File: config.mk
export PLATFORM = sky130hd
export DESIGN_NAME = i2c_cmd_sequencer
export DESIGN_NICKNAME = d
export VERILOG_FILES = /design/src/rtl/i2c_cmd_sequencer_pkg.sv /design/src/rtl/i2c_cmd_fifo.sv /design/src/rtl/i2c_cmd_sequencer.sv
export SDC_FILE = /design/constraint.sdc
export NUM_CORES = 1
export LEC_CHECK = 0
export BUFFER_PORTS_ARGS = -buffer_cell sky130_fd_sc_hd__clkbuf_2
export CORE_MARGIN = 2
export CORE_UTILIZATION = 55
export DETAILED_ROUTE_END_ITERATION = 16
export PLACE_DENSITY_LB_ADDON = 0.08
export SLEW_MARGIN = 20
export SYNTH_ARGS = -nofsm -noshare
export SYNTH_HDL_FRONTEND = slang
export SYNTH_HIERARCHICAL = 1
export SYNTH_SLANG_ARGS = --single-unit
File: constraint.sdc
create_clock -name clk -period 3.5 [get_ports clk]
set_input_delay 0.35 -clock clk [delete_from_list [all_inputs] [get_ports clk]]
set_output_delay 0.35 -clock clk [all_outputs]
set_load 0.005 [all_outputs]
File: src/rtl/i2c_cmd_sequencer_pkg.sv
`default_nettype none
// ============================================================================
//  Module      : i2c_seq_pkg
//  Description : Shared types and constants for the I2C command sequencer.
//  Revision    : 1.0
// ============================================================================
package i2c_seq_pkg;

    typedef enum logic [1:0] {
        ST_IDLE  = 2'd0,
        ST_ISSUE = 2'd1,
        ST_BUSY  = 2'd2,
        ST_RESP  = 2'd3
    } seq_state_t;

    localparam int CMD_W          = 16;
    localparam int DEF_FIFO_DEPTH = 4;
    localparam int DEF_ACCEPT_TO  = 64;
    localparam int DEF_DONE_TO    = 4096;

    // Queued command record, packed as {rw, addr, wdata}
    typedef struct packed {
        logic       rw;
        logic [6:0] addr;
        logic [7:0] wdata;
    } cmd_t;

    function automatic cmd_t pack_cmd(input logic rw, input logic [6:0] addr,
                                      input logic [7:0] wdata);
        cmd_t c;
        c.rw    = rw;
        c.addr  = addr;
        c.wdata = wdata;
        return c;
    endfunction

endpackage
`default_nettype wire

File: src/rtl/i2c_cmd_fifo.sv
`default_nettype none
// ============================================================================
//  Module      : i2c_cmd_fifo
//  Description : Synchronous command FIFO with registered occupancy count.
//  Revision    : 1.0
// ============================================================================
module i2c_cmd_fifo #(
    parameter int WIDTH = 16,
    parameter int DEPTH = 4
) (
    input  logic             clk,
    input  logic             rst,
    input  logic             push,
    input  logic             pop,
    input  logic [WIDTH-1:0] din,
    output logic [WIDTH-1:0] dout,
    output logic             full,
    output logic             empty
);

    localparam int               PTR_W     = $clog2(DEPTH);
    localparam logic [PTR_W:0]   c_DEPTH   = (PTR_W+1)'(DEPTH);
    localparam logic [PTR_W:0]   c_CNT_ONE = (PTR_W+1)'(1);
    localparam logic [PTR_W-1:0] c_PTR_ONE = PTR_W'(1);

    logic [WIDTH-1:0] r_mem [DEPTH];
    logic [PTR_W-1:0] r_wr_ptr;
    logic [PTR_W-1:0] r_rd_ptr;
    logic [PTR_W:0]   r_count;
    logic             w_do_push;
    logic             w_do_pop;

    assign full      = (r_count == c_DEPTH);
    assign empty     = (r_count == '0);
    assign w_do_push = push && !full;
    assign w_do_pop  = pop && !empty;
    assign dout      = r_mem[r_rd_ptr];

    always_ff @(posedge clk) begin
        if (!rst) begin
            r_wr_ptr <= '0;
            r_rd_ptr <= '0;
            r_count  <= '0;
        end else begin
            if (w_do_push) r_wr_ptr <= r_wr_ptr + c_PTR_ONE;
            if (w_do_pop)  r_rd_ptr <= r_rd_ptr + c_PTR_ONE;
            case ({w_do_push, w_do_pop})
                2'b10:   r_count <= r_count + c_CNT_ONE;
                2'b01:   r_count <= r_count - c_CNT_ONE;
                default: r_count <= r_count;
            endcase
        end
    end

    // Storage needs no reset: occupancy is tracked solely by the pointers/count
    always_ff @(posedge clk) begin
        if (w_do_push) r_mem[r_wr_ptr] <= din;
    end

endmodule
`default_nettype wire

File: src/rtl/i2c_cmd_sequencer.sv
`default_nettype none
// ============================================================================
//  Module      : i2c_cmd_sequencer
//  Description : Queues host I2C commands and drives them one at a time into
//                the I2C master, returning one response per command.
//  Revision    : 1.0
// ============================================================================
module i2c_cmd_sequencer
    import i2c_seq_pkg::*;
#(
    parameter int FIFO_DEPTH = DEF_FIFO_DEPTH,
    parameter int ACCEPT_TO  = DEF_ACCEPT_TO,
    parameter int DONE_TO    = DEF_DONE_TO
) (
    input  logic       clk,
    input  logic       rst,
    input  logic       cmd_valid,
    output logic       cmd_ready,
    input  logic [6:0] cmd_addr,
    input  logic       cmd_rw,
    input  logic [7:0] cmd_wdata,
    output logic       rsp_valid,
    input  logic       rsp_ready,
    output logic [6:0] rsp_addr,
    output logic       rsp_rw,
    output logic [7:0] rsp_rdata,
    output logic       rsp_err,
    output logic [6:0] m_addr,
    output logic [7:0] m_data_in,
    output logic       m_rw,
    output logic       m_enable,
    input  logic       m_ready,
    input  logic [7:0] m_data_out,
    output logic       busy
);

    localparam int               TMR_W      = $clog2(DONE_TO) + 1;
    localparam logic [TMR_W-1:0] c_ACC_LIM  = TMR_W'(ACCEPT_TO - 1);
    localparam logic [TMR_W-1:0] c_DONE_LIM = TMR_W'(DONE_TO - 1);
    localparam logic [TMR_W-1:0] c_TMR_ONE  = TMR_W'(1);
    localparam logic [TMR_W-1:0] c_TMR_MAX  = '1;

    seq_state_t       r_state, w_state_nxt;
    cmd_t             r_cmd, w_cmd_nxt;
    logic             r_m_enable, w_m_enable_nxt;
    logic [TMR_W-1:0] r_timer, w_timer_nxt;
    logic             r_rsp_valid, w_rsp_valid_nxt;
    logic [6:0]       r_rsp_addr, w_rsp_addr_nxt;
    logic             r_rsp_rw, w_rsp_rw_nxt;
    logic [7:0]       r_rsp_rdata, w_rsp_rdata_nxt;
    logic             r_rsp_err, w_rsp_err_nxt;

    cmd_t             w_fifo_din;
    cmd_t             w_fifo_dout;
    logic             w_fifo_full;
    logic             w_fifo_empty;
    logic             w_pop;
    logic             w_to_resp;

    assign w_fifo_din = pack_cmd(cmd_rw, cmd_addr, cmd_wdata);
    assign cmd_ready  = !w_fifo_full;

    i2c_cmd_fifo #(
        .WIDTH (CMD_W),
        .DEPTH (FIFO_DEPTH)
    ) u_fifo (
        .clk   (clk),
        .rst   (rst),
        .push  (cmd_valid && cmd_ready),
        .pop   (w_pop),
        .din   (w_fifo_din),
        .dout  (w_fifo_dout),
        .full  (w_fifo_full),
        .empty (w_fifo_empty)
    );

    always_comb begin
        w_state_nxt     = r_state;
        w_cmd_nxt       = r_cmd;
        w_m_enable_nxt  = r_m_enable;
        w_timer_nxt     = (r_timer == c_TMR_MAX) ? r_timer : r_timer + c_TMR_ONE;
        w_rsp_valid_nxt = r_rsp_valid;
        w_rsp_addr_nxt  = r_rsp_addr;
        w_rsp_rw_nxt    = r_rsp_rw;
        w_rsp_rdata_nxt = r_rsp_rdata;
        w_rsp_err_nxt   = r_rsp_err;
        w_pop           = 1'b0;
        w_to_resp       = 1'b0;

        case (r_state)
            ST_IDLE: begin
                if (!w_fifo_empty && m_ready) begin
                    w_pop          = 1'b1;
                    w_cmd_nxt      = w_fifo_dout;
                    w_m_enable_nxt = 1'b1;
                    w_timer_nxt    = '0;
                    w_state_nxt    = ST_ISSUE;
                end
            end
            ST_ISSUE: begin
                if (!m_ready) begin
                    w_m_enable_nxt = 1'b0;
                    w_timer_nxt    = '0;
                    w_state_nxt    = ST_BUSY;
                end else if (r_timer == c_ACC_LIM) begin
                    w_m_enable_nxt  = 1'b0;
                    w_rsp_err_nxt   = 1'b1;
                    w_rsp_rdata_nxt = 8'h00;
                    w_to_resp       = 1'b1;
                end
            end
            ST_BUSY: begin
                if (m_ready) begin
                    w_rsp_err_nxt   = 1'b0;
                    w_rsp_rdata_nxt = r_cmd.rw ? m_data_out : 8'h00;
                    w_to_resp       = 1'b1;
                end else if (r_timer == c_DONE_LIM) begin
                    w_rsp_err_nxt   = 1'b1;
                    w_rsp_rdata_nxt = 8'h00;
                    w_to_resp       = 1'b1;
                end
            end
            ST_RESP: begin
                if (rsp_ready) begin
                    w_rsp_valid_nxt = 1'b0;
                    w_rsp_err_nxt   = 1'b0;
                    w_state_nxt     = ST_IDLE;
                end
            end
            default: w_state_nxt = ST_IDLE;
        endcase

        // Response identity always comes from the command currently on the bus
        if (w_to_resp) begin
            w_rsp_valid_nxt = 1'b1;
            w_rsp_addr_nxt  = r_cmd.addr;
            w_rsp_rw_nxt    = r_cmd.rw;
            w_state_nxt     = ST_RESP;
        end
    end

    always_ff @(posedge clk) begin
        if (!rst) begin
            r_state     <= ST_IDLE;
            r_cmd       <= '0;
            r_m_enable  <= 1'b0;
            r_timer     <= '0;
            r_rsp_valid <= 1'b0;
            r_rsp_addr  <= '0;
            r_rsp_rw    <= 1'b0;
            r_rsp_rdata <= '0;
            r_rsp_err   <= 1'b0;
        end else begin
            r_state     <= w_state_nxt;
            r_cmd       <= w_cmd_nxt;
            r_m_enable  <= w_m_enable_nxt;
            r_timer     <= w_timer_nxt;
            r_rsp_valid <= w_rsp_valid_nxt;
            r_rsp_addr  <= w_rsp_addr_nxt;
            r_rsp_rw    <= w_rsp_rw_nxt;
            r_rsp_rdata <= w_rsp_rdata_nxt;
            r_rsp_err   <= w_rsp_err_nxt;
        end
    end

    assign m_addr    = r_cmd.addr;
    assign m_data_in = r_cmd.wdata;
    assign m_rw      = r_cmd.rw;
    assign m_enable  = r_m_enable;
    assign rsp_valid = r_rsp_valid;
    assign rsp_addr  = r_rsp_addr;
    assign rsp_rw    = r_rsp_rw;
    assign rsp_rdata = r_rsp_rdata;
    assign rsp_err   = r_rsp_err;
    assign busy      = (r_state != ST_IDLE) || !w_fifo_empty;

endmodule
`default_nettype wire

==> results.ini <==
[sta]
setup_viol=0
hold_viol_final=0
rsz0062_at_grt=false
min_period_ps=2680
max_freq_mhz=374
setup_tns_ps=0
fin_ws_ps=823
skew_ps=16.4
post-route-period-util=0.765
slew_violations=0
slew_headroom=0.425
holdWs_ps=57.0
worst_pin_slew_ps=863

[die]
fp.coreArea_um2=9150
die-width_um=101
rows=35
die_h_um=101
ios=66
die-area_um2=10100
start_util=0.561

[synthesis]
syn-num-nets=444
synthArstFlopShare=0
yosys_warnings=6
synth_seq_cells=123
yosysSeqAreaShare=0.604
synth_edf_count=64
avgSynthCellArea_um2=12.7
ys.flop_type=edfxtp_1
synthCells=404
synth.distinct_cells=57
synthesis.area_um2=5140

[global_route]
grt_usage=0.206
gr-total-overflow=0
first_global_vias=3074
grt_max_degree=30
antenna_found_initial=0
grt_pass1_wl_mm=15.7

[critical_path]
reg2reg_slack_ps=820
cp-start-kind=flop
r2r_end=u_fifo/r_count[2]$_SDFFE_PN0P_
reg2reg_depth=12
required_ps=3930
cp-end-kind=flop
crit_fanout=19
timing_worst_setup_path_type=reg -> reg
cp.arrival_ps=3100
regToRegStartpoint=r_state[1]$_SDFFE_PN0P_

[cells_and_area]
layout.nets=512
synthToLayoutAreaGrowth_pct=18.6
layout_common_cells=80 x nand2_1, 65 x clkbuf_2, 64 x edfxtp_1, 59 x dfxtp_1, 20 x mux2i_1
num_antenna_cells=0
final_common_cell=nand2_1
drive_gt1_frac=0.268
fillers=680

[routing]
drt-met1-wl_mm=4.27
post_drt_wl_per_cell_um=16.0
antenna_left=0
dr.pass1.iters=4
vias=3252
vias_per_cell=5.46
wl_met2_mm=4.94
dr.max_layer_used=met4
drcViolationCount=0
wl_met3_um=293
routed_wl_mm=9.54
drt_iter0_drc=117

[pwr]
powerDensity_nw_per_um2=709
ir_drop_mv=0.474
p_leak_uw=0.00223

[clock_tree]
clkTransAtPathRegs_ps=70
htree_num_levels=4
cts-root-buf=clkbuf_8
worstSkewPairLatency_ps=510
cts_tree=built
cts_sinks=123
cts_buffers=17
cts.hold.buffers_added=0
postCtsSetupRepairBufs=0
clock_path_buffers=2
cts_resized=0

[hold_path]
min_to=u_fifo/r_mem[2][4]$_DFFE_PP_
hp-class=in -> reg
min_from=cmd_wdata[4]
whs_path_depth=1

[placement]
portBuffers=65
gp_routability_congestion=0.832
place_ws_ps=858
hpwl_mm=6.33

[job]
drv_cap=0

[status]
status=complete, no violations

per-layer routing:
| layer | global-route usage | vias to the layer above |
|---|---|---|
| met5 | 0 | - |
| met4 | 0.0727 | 0 |
| met3 | 0.0583 | 2 |
| met2 | 0.336 | 57 |
| met1 | 0.265 | 1592 |
| li1 | - | 1601 |
logic make-up after synthesis:
group | after synthesis | share of synthesized area
buffers and inverters | 36 | 0.0385
adders and majority gates | 11 | 0.0282
AOI/OAI and AO/OA | 59 | 0.0842
and+or+nand+nor | 136 | 0.131
muxes | 36 | 0.109
xor gates and xnor gates | 3 | 0.00511
DFF | 123 | 0.604
report_power, final:
| part | switching (uW) | leakage, uW | total, uW | internal [uW] |
|---|---|---|---|---|
| clock network | 678 | 0.000284 | 1720 | 1040 |
| logic | 453 | 0.000879 | 807 | 354 |
| registers | 99.2 | 0.00107 | 1800 | 1700 |
critical path, cell delays in order, from the launching register on:
cell and delay, ps:
dfxtp_1 340, inv_1 90, ha_1 290, nand3b_1 130, clkinv_1 60, buf_4 210
nor2b_1 230, ha_1 220, inv_1 60, fa_1 370, xor2_1 160, or3_1 300
a21boi_1 130
final cells by class:
cell class	count	area [um^2]	share of cell area
Clock buffer	17	414	0.0680
Clock inverter	15	174	0.0285
Inverter	15	56.3	0.00924
Multi-Input combinational cell	245	1840	0.303
Sequential cell	123	3100	0.509
Tap cell	111	139	0.0228
Timing Repair Buffer	70	363	0.0595
worst max path at each step:
stage                             from                              to  cells after the start
6_report       r_state[1]$_SDFFE_PN0P_  u_fifo/r_count[2]$_SDFFE_PN0P_                     12
5_1_grt        r_state[1]$_SDFFE_PN0P_  u_fifo/r_count[2]$_SDFFE_PN0P_                     12
4_1_cts        r_state[0]$_SDFFE_PN0P_  u_fifo/r_count[2]$_SDFFE_PN0P_                     12
3_5_place_dp   r_state[0]$_SDFFE_PN0P_  u_fifo/r_count[2]$_SDFFE_PN0P_                     12
3_3_place_gp   r_state[0]$_SDFFE_PN0P_  u_fifo/r_count[2]$_SDFFE_PN0P_                     12
2_1_floorplan  r_state[0]$_SDFFE_PN0P_  u_fifo/r_count[2]$_SDFFE_PN0P_                     13
flip-flops by register name (all words and copies together) (netlist names), named ones only:
| signal | flops |
|---|---|
| rsp_valid | 1 |
| r_state | 2 |
| u_fifo/r_rd_ptr | 2 |
| m_data_in | 8 |
| u_fifo/r_count | 3 |
| u_fifo/r_wr_ptr | 2 |
| rsp_err | 1 |
| r_timer | 13 |
| m_enable | 1 |
| u_fifo/r_mem | 64 |
| m_addr | 7 |
| m_rw | 1 |
| rsp_addr | 7 |
| rsp_rw | 1 |
| rsp_rdata | 8 |
synthesized netlist by cell type (all sizes together) (9+ instances only):
master	number	area, um^2
nand2	80	300
edfxtp	64	1920
dfxtp	59	1180
a21boi	20	150
mux2i	20	200
mux4	16	360
inv	14	52.6
a21oi	11	55.1
buf	10	88.8
ha	10	125
clkbuf	9	33.8
o21ai	9	45.0
through the flow:
step | power (uW) | cell area [um^2] | cells | utilization
final | 4320 | 6090 | 596 | 0.666
after global routing | 4540 | 6090 | 596 | 0.666
after CTS | 4370 | 6090 | 596 | 0.665
after detailed placement | 2640 | 5500 | 564 | 0.601
after global placement | 2610 | 5500 | 564 | 0.601
after floorplan | 2390 | 5140 | 404 | -
Note: power is estimated with default switching activity, not from simulation.
